File: src/rtl/cs_stats_reader.sv
// Reads NUM_WORDS statistics counters from a peripheral responder by writing a word
// index and then reading back the selected counter; each word goes out through a
// valid/ready handshake.
module cs_stats_reader #(
  parameter int                ADDR_W     = 32,
  parameter logic [ADDR_W-1:0] STATS_ADDR = ADDR_W'(32'h0000_0100),
  parameter int                NUM_WORDS  = 6
) (
  input  logic              clock_i,
  input  logic              reset_i,
  input  logic              start_i,
  input  logic              abort_i,
  output logic              req_cs_o,
  output logic              rw_cs_o,
  output logic [ADDR_W-1:0] add_cs_o,
  output logic [31:0]       data_cs_o,
  input  logic [31:0]       data_cs_i,
  output logic [31:0]       word_o,
  output logic [2:0]        word_idx_o,
  output logic              valid_o,
  input  logic              ready_i,
  output logic              busy_o,
  output logic              done_o
);

  typedef enum logic [2:0] {
    S_IDLE = 3'd0,
    S_SEL  = 3'd1,
    S_RD   = 3'd2,
    S_CAP  = 3'd3,
    S_OUT  = 3'd4,
    S_DONE = 3'd5
  } state_t;

  localparam logic [2:0] LAST_IDX = 3'(NUM_WORDS - 1);

  state_t            state_reg, state_next;
  logic [2:0]        idx_reg, idx_next;

  logic              req_next;
  logic              rw_next;
  logic [ADDR_W-1:0] add_next;
  logic [31:0]       data_next;
  logic              valid_next;
  logic              busy_next;
  logic              done_next;
  logic              capture;

  // State register
  always_ff @(posedge clock_i) begin
    if (reset_i) begin
      state_reg <= S_IDLE;
      idx_reg   <= 3'd0;
    end else begin
      state_reg <= state_next;
      idx_reg   <= idx_next;
    end
  end

  // Next-state logic; abort drops straight to IDLE since SEL and RD are single-cycle
  // bus transfers that are already complete by the edge that sees the abort.
  always_comb begin
    state_next = state_reg;
    idx_next   = idx_reg;
    case (state_reg)
      S_IDLE: begin
        if (start_i) begin
          idx_next   = 3'd0;
          state_next = S_SEL;
        end
      end
      S_SEL:  state_next = abort_i ? S_IDLE : S_RD;
      S_RD:   state_next = abort_i ? S_IDLE : S_CAP;
      S_CAP:  state_next = abort_i ? S_IDLE : S_OUT;
      S_OUT: begin
        if (abort_i) begin
          state_next = S_IDLE;
        end else if (ready_i) begin
          if (idx_reg < LAST_IDX) begin
            idx_next   = idx_reg + 3'd1;
            state_next = S_SEL;
          end else begin
            state_next = S_DONE;
          end
        end
      end
      S_DONE:  state_next = S_IDLE;
      default: state_next = S_IDLE;
    endcase
  end

  // Output decode from the upcoming state so the registered outputs line up with it
  always_comb begin
    req_next   = (state_next == S_SEL) || (state_next == S_RD);
    rw_next    = (state_next == S_SEL);
    add_next   = req_next ? STATS_ADDR : '0;
    data_next  = (state_next == S_SEL) ? {29'b0, idx_next} : 32'd0;
    valid_next = (state_next == S_OUT);
    busy_next  = (state_next != S_IDLE);
    done_next  = (state_next == S_DONE);
    capture    = (state_reg == S_CAP) && (state_next == S_OUT);
  end

  always_ff @(posedge clock_i) begin
    if (reset_i) begin
      req_cs_o   <= 1'b0;
      rw_cs_o    <= 1'b0;
      add_cs_o   <= '0;
      data_cs_o  <= 32'd0;
      word_o     <= 32'd0;
      word_idx_o <= 3'd0;
      valid_o    <= 1'b0;
      busy_o     <= 1'b0;
      done_o     <= 1'b0;
    end else begin
      req_cs_o   <= req_next;
      rw_cs_o    <= rw_next;
      add_cs_o   <= add_next;
      data_cs_o  <= data_next;
      valid_o    <= valid_next;
      busy_o     <= busy_next;
      done_o     <= done_next;
      if (capture) begin
        word_o     <= data_cs_i;
        word_idx_o <= idx_reg;
      end
    end
  end

endmodule
File: config.mk
export PLATFORM = sky130hd
export DESIGN_NAME = cs_stats_reader
export DESIGN_NICKNAME = d
export VERILOG_FILES = /design/src/rtl/cs_stats_reader.sv
export SDC_FILE = /design/constraint.sdc
export NUM_CORES = 1
export LEC_CHECK = 0
export ABC_CLOCK_PERIOD_IN_PS = 1800
export CAP_MARGIN = 30
export CORE_ASPECT_RATIO = 0.9
export CORE_MARGIN = 5
export CORE_UTILIZATION = 30
export CTS_CLUSTER_SIZE = 40
export DETAILED_ROUTE_END_ITERATION = 10
export HOLD_SLACK_MARGIN = 0.12
export PLACE_DENSITY = 0.67
export SLEW_MARGIN = 40
export SYNTH_ARGS = -nofsm -noshare
export SYNTH_HDL_FRONTEND = slang
export SYNTH_SLANG_ARGS = --single-unit
File: constraint.sdc
create_clock -name clock_i -period 1.8 [get_ports clock_i]
set_input_delay 0.18 -clock clock_i [delete_from_list [all_inputs] [get_ports clock_i]]
set_output_delay 0.18 -clock clock_i [all_outputs]
set_load 0.01 [all_outputs]
==> results list <==
* Cell row count: 30
- In the final layout, the share of cells above drive strength 1 is 0.0740.
* Number of setup violations in the final report: 0
- Arrival time of the worst setup path: 1.82 ns
* Sink of the worst hold path: word_o[11]
- VDD sags by at most 0.429 mV.
* Kind of critical path: reg2reg
- The final route contains 1901 vias.
- CTS hold repair buffers: 0
* Number of endpoints with negative hold slack in the final report: 0
* Number of top-level pins: 141
- Adding up every negative setup slack in the final design gives 0 ns.
* Total number of H-tree levels: 2
- Util after Layout: 0.417
- The register with the most flip-flops in the layout has 32 of them.
- The startpoint identified for the worst hold timing path is data_cs_i[11].
- For the worst-skew pair, the clock arrives at the later sink with an insertion delay of 0.29 ns.
- After legalization and detailed placement, the total HPWL measured 4040 um.
- Post-route standard cell area excluding fillers: 3130 sq um
- Entering global routing, the biggest net connects 36 pins.
* Fraction of synthesis flops using an asynchronous set or reset pin: 0
- Worst setup slack before clock tree synthesis: 0.0694 ns
- Average wire length per cell after detail routing: 11.6 um
* Critical R2R Capture: data_cs_o[2]
* Maxcap violations: 0
- The detail route stage leaves a number of antenna-violating nets equal to 0.
* Routability-driven placement congestion ratio: 0.739
- In the routed layout, each cell is associated on average with a via count of 4.12.
- The initial antenna violation count is 0.
- Synthesized area divided by synthesized cell count: 8.05 sq um
- Sort of element at the end of the critical path: flip-flop
- Die Height: 93.0 um
- Across the routed clock network, the largest skew measured is 0.00769 ns.
* Sequential share of the synthesized area: 0.427
- The mapped netlist covers 2290 sq um.
- Total Nets Final: 402
- The flow ran to the end, and the final reports show no timing, DRC or antenna violations.
- Startpoint types: flip-flop
- The clock net in this run drives a total of 49 sinks.
* Biggest register: word_o
- In this run the worst path has a maximum fanout of 10.
* Worst hold path depth: 3
* Clock Path Buffers: 2
- Once routing completed, OpenROAD measured the worst setup slack at 0.208 ns.
- Area of the placeable core: 7510 sq um
- The first global-routing pass estimated 7960 um of wire.
* Cell total after placement: 453
- The most used flip-flop cell after synthesis is sky130_fd_sc_hd__dfxtp_1.
* Pwr Total: 2.25 mW
- Initial Util: 0.306
- The routed design has 5360 um of wire.
- Signed area change from the synthesized netlist to the final layout: 36.4%
- In this run the tool buffered the top-level ports with 80 buffer cells.
- Power spread over the standard cell area amounts to 718 nW/um^2.
- Post-CTS Setup Bufs: 0
- Data required time at the worst endpoint: 2.03 ns
* Placed inst area: 3000 sq um
* Fraction of the cycle the final worst path needs: 0.885
- The via count of the first global-routing pass came to 1728.
* Worst Hold Margin: 0.427 ns
- Post-route minimum period: 1.59 ns
* Clock root buffer: sky130_fd_sc_hd__clkbuf_8
- The repair_antennas step left the layout with diodes totalling 0.
- Summed over all cells, the static leakage comes to 1.21 nW.
- Number of pins with negative max-slew slack in the final report: 0
- Register bit total from synthesis: 49
- Number of warnings reported in the yosys synthesis log: 0
- RSZ-0062 raised after global routing: false
- Gates resized during post-CTS repair numbered 0.
- Horizontal die dimension: 102 um
- Drc violations: 0
* Number of enable-type register cells in the synthesized netlist: 0
- Cells after Synth: 285
* Combined global-route utilization of all metal layers: 0.103
* Post-synthesis cell type count: 36
* Min-Delay Path Class: in2reg
- For this run, the detailed router's first-pass iteration total came to 4.
* Full die area: 9500 sq um
- Number of cells in the finished layout apart from fillers: 461
* Worst r2r src: state_reg[0]
- Highest clock rate: 628 MHz
* Number of violations reported at the end of detailed-routing iteration 0: 72
* Worst reg-to-reg path cell count: 4
- Summed over all layers, the global routing overflow is 0.
- Buffers inserted during clock tree synthesis total 5.
* Flop2flop setup slack: 0.21 ns
- Clock transition time at the flip-flop clock pins of the worst setup and hold paths: 0.09 ns
- TritonCTS built the clock tree.
[worst max-delay path, stage by stage, from the launching register on]
cell and delay, ns:
sky130_fd_sc_hd__dfxtp_1 0.41, sky130_fd_sc_hd__or3b_4 0.46, sky130_fd_sc_hd__a41o_1 0.23, sky130_fd_sc_hd__a311oi_2 0.27, sky130_fd_sc_hd__nor2b_1 0.16
[layer usage]
layer / track usage / wire length (um) / vias up / part of all wire
met5: 0 / 0 / - / 0
li1: - / - / 962 / -
met3: 0.0388 / 583 / 0 / 0.11
met2: 0.177 / 2510 / 90 / 0.47
met4: 0.0131 / 0 / 0 / 0
met1: 0.126 / 2260 / 849 / 0.42
[power by group]
group | switching (mW) | internal [mW]
Combinational | 0.124 | 0.113
Clock | 0.355 | 0.552
Sequential | 0.00974 | 1.09
Total | 0.489 | 1.76
[cell type report]
class                      count  area, sq um
clock inverter                 3         65.1
multi-input combinational    216         1010
inverter                       4         15.0
clock buffer                   5         68.8
sequential                    49          981
tap                           96          120
timing repair buffer          88          873
fill                         754         4380
[cell usage in the layout, fill, tap and decap left out, types with 2 or more instances in the layout]
cell and count:
sky130_fd_sc_hd__dfxtp_1 49, sky130_fd_sc_hd__clkbuf_8 5, sky130_fd_sc_hd__buf_4 7, sky130_fd_sc_hd__nand3b_1 2, sky130_fd_sc_hd__or2_2 2, sky130_fd_sc_hd__nand2_1 74, sky130_fd_sc_hd__nor2_1 6, sky130_fd_sc_hd__a21oi_1 38
sky130_fd_sc_hd__nor2b_1 4, sky130_fd_sc_hd__clkdlybuf4s50_1 80, sky130_fd_sc_hd__inv_1 4, sky130_fd_sc_hd__o21ai_0 6, sky130_fd_sc_hd__conb_1 60, sky130_fd_sc_hd__bufinv_16 2
[cells in the mapped netlist (all sizes together) (2+ instances only)]
| master | count | area share |
|---|---|---|
| nand2 | 74 | 0.12 |
| buf | 64 | 0.21 |
| dfxtp | 49 | 0.43 |
| or3b | 2 | 0.0087 |
| and3 | 2 | 0.0060 |
| nor2b | 4 | 0.011 |
| nor2 | 7 | 0.011 |
| o21ai | 7 | 0.015 |
| a21oi | 38 | 0.083 |
| clkbuf | 11 | 0.018 |
| or2 | 2 | 0.0055 |
| nand3b | 2 | 0.0065 |
| inv | 4 | 0.0065 |
[how the worst max path moves through the flow]
stage / from / to / slack [ns] / cells past startpoint
detailed placement: ready_i / data_cs_o[1] / 0.07 / 5
floorplan: state_reg[0] / data_cs_o[2] / 0.30 / 5
CTS: state_reg[0] / data_cs_o[2] / 0.20 / 4
finish: state_reg[0] / data_cs_o[2] / 0.21 / 4
global placement: ready_i / data_cs_o[0] / 0.09 / 6
global route: state_reg[0] / data_cs_o[2] / 0.09 / 4
[kinds of logic after synthesis]
| logic type | Yosys count | share of synthesized area |
|---|---|---|
| AND/OR/NAND/NOR | 98 | 0.185 |
| other | 1 | 0.00163 |
| flip-flops | 49 | 0.427 |
| XOR/XNOR | 1 | 0.00382 |
| adder cells (fa/ha/maj) | 1 | 0.00545 |
| AO/OA/AOI/OAI | 56 | 0.145 |
| buffers and inverters | 79 | 0.232 |
Power figures use the tool's default switching activity.
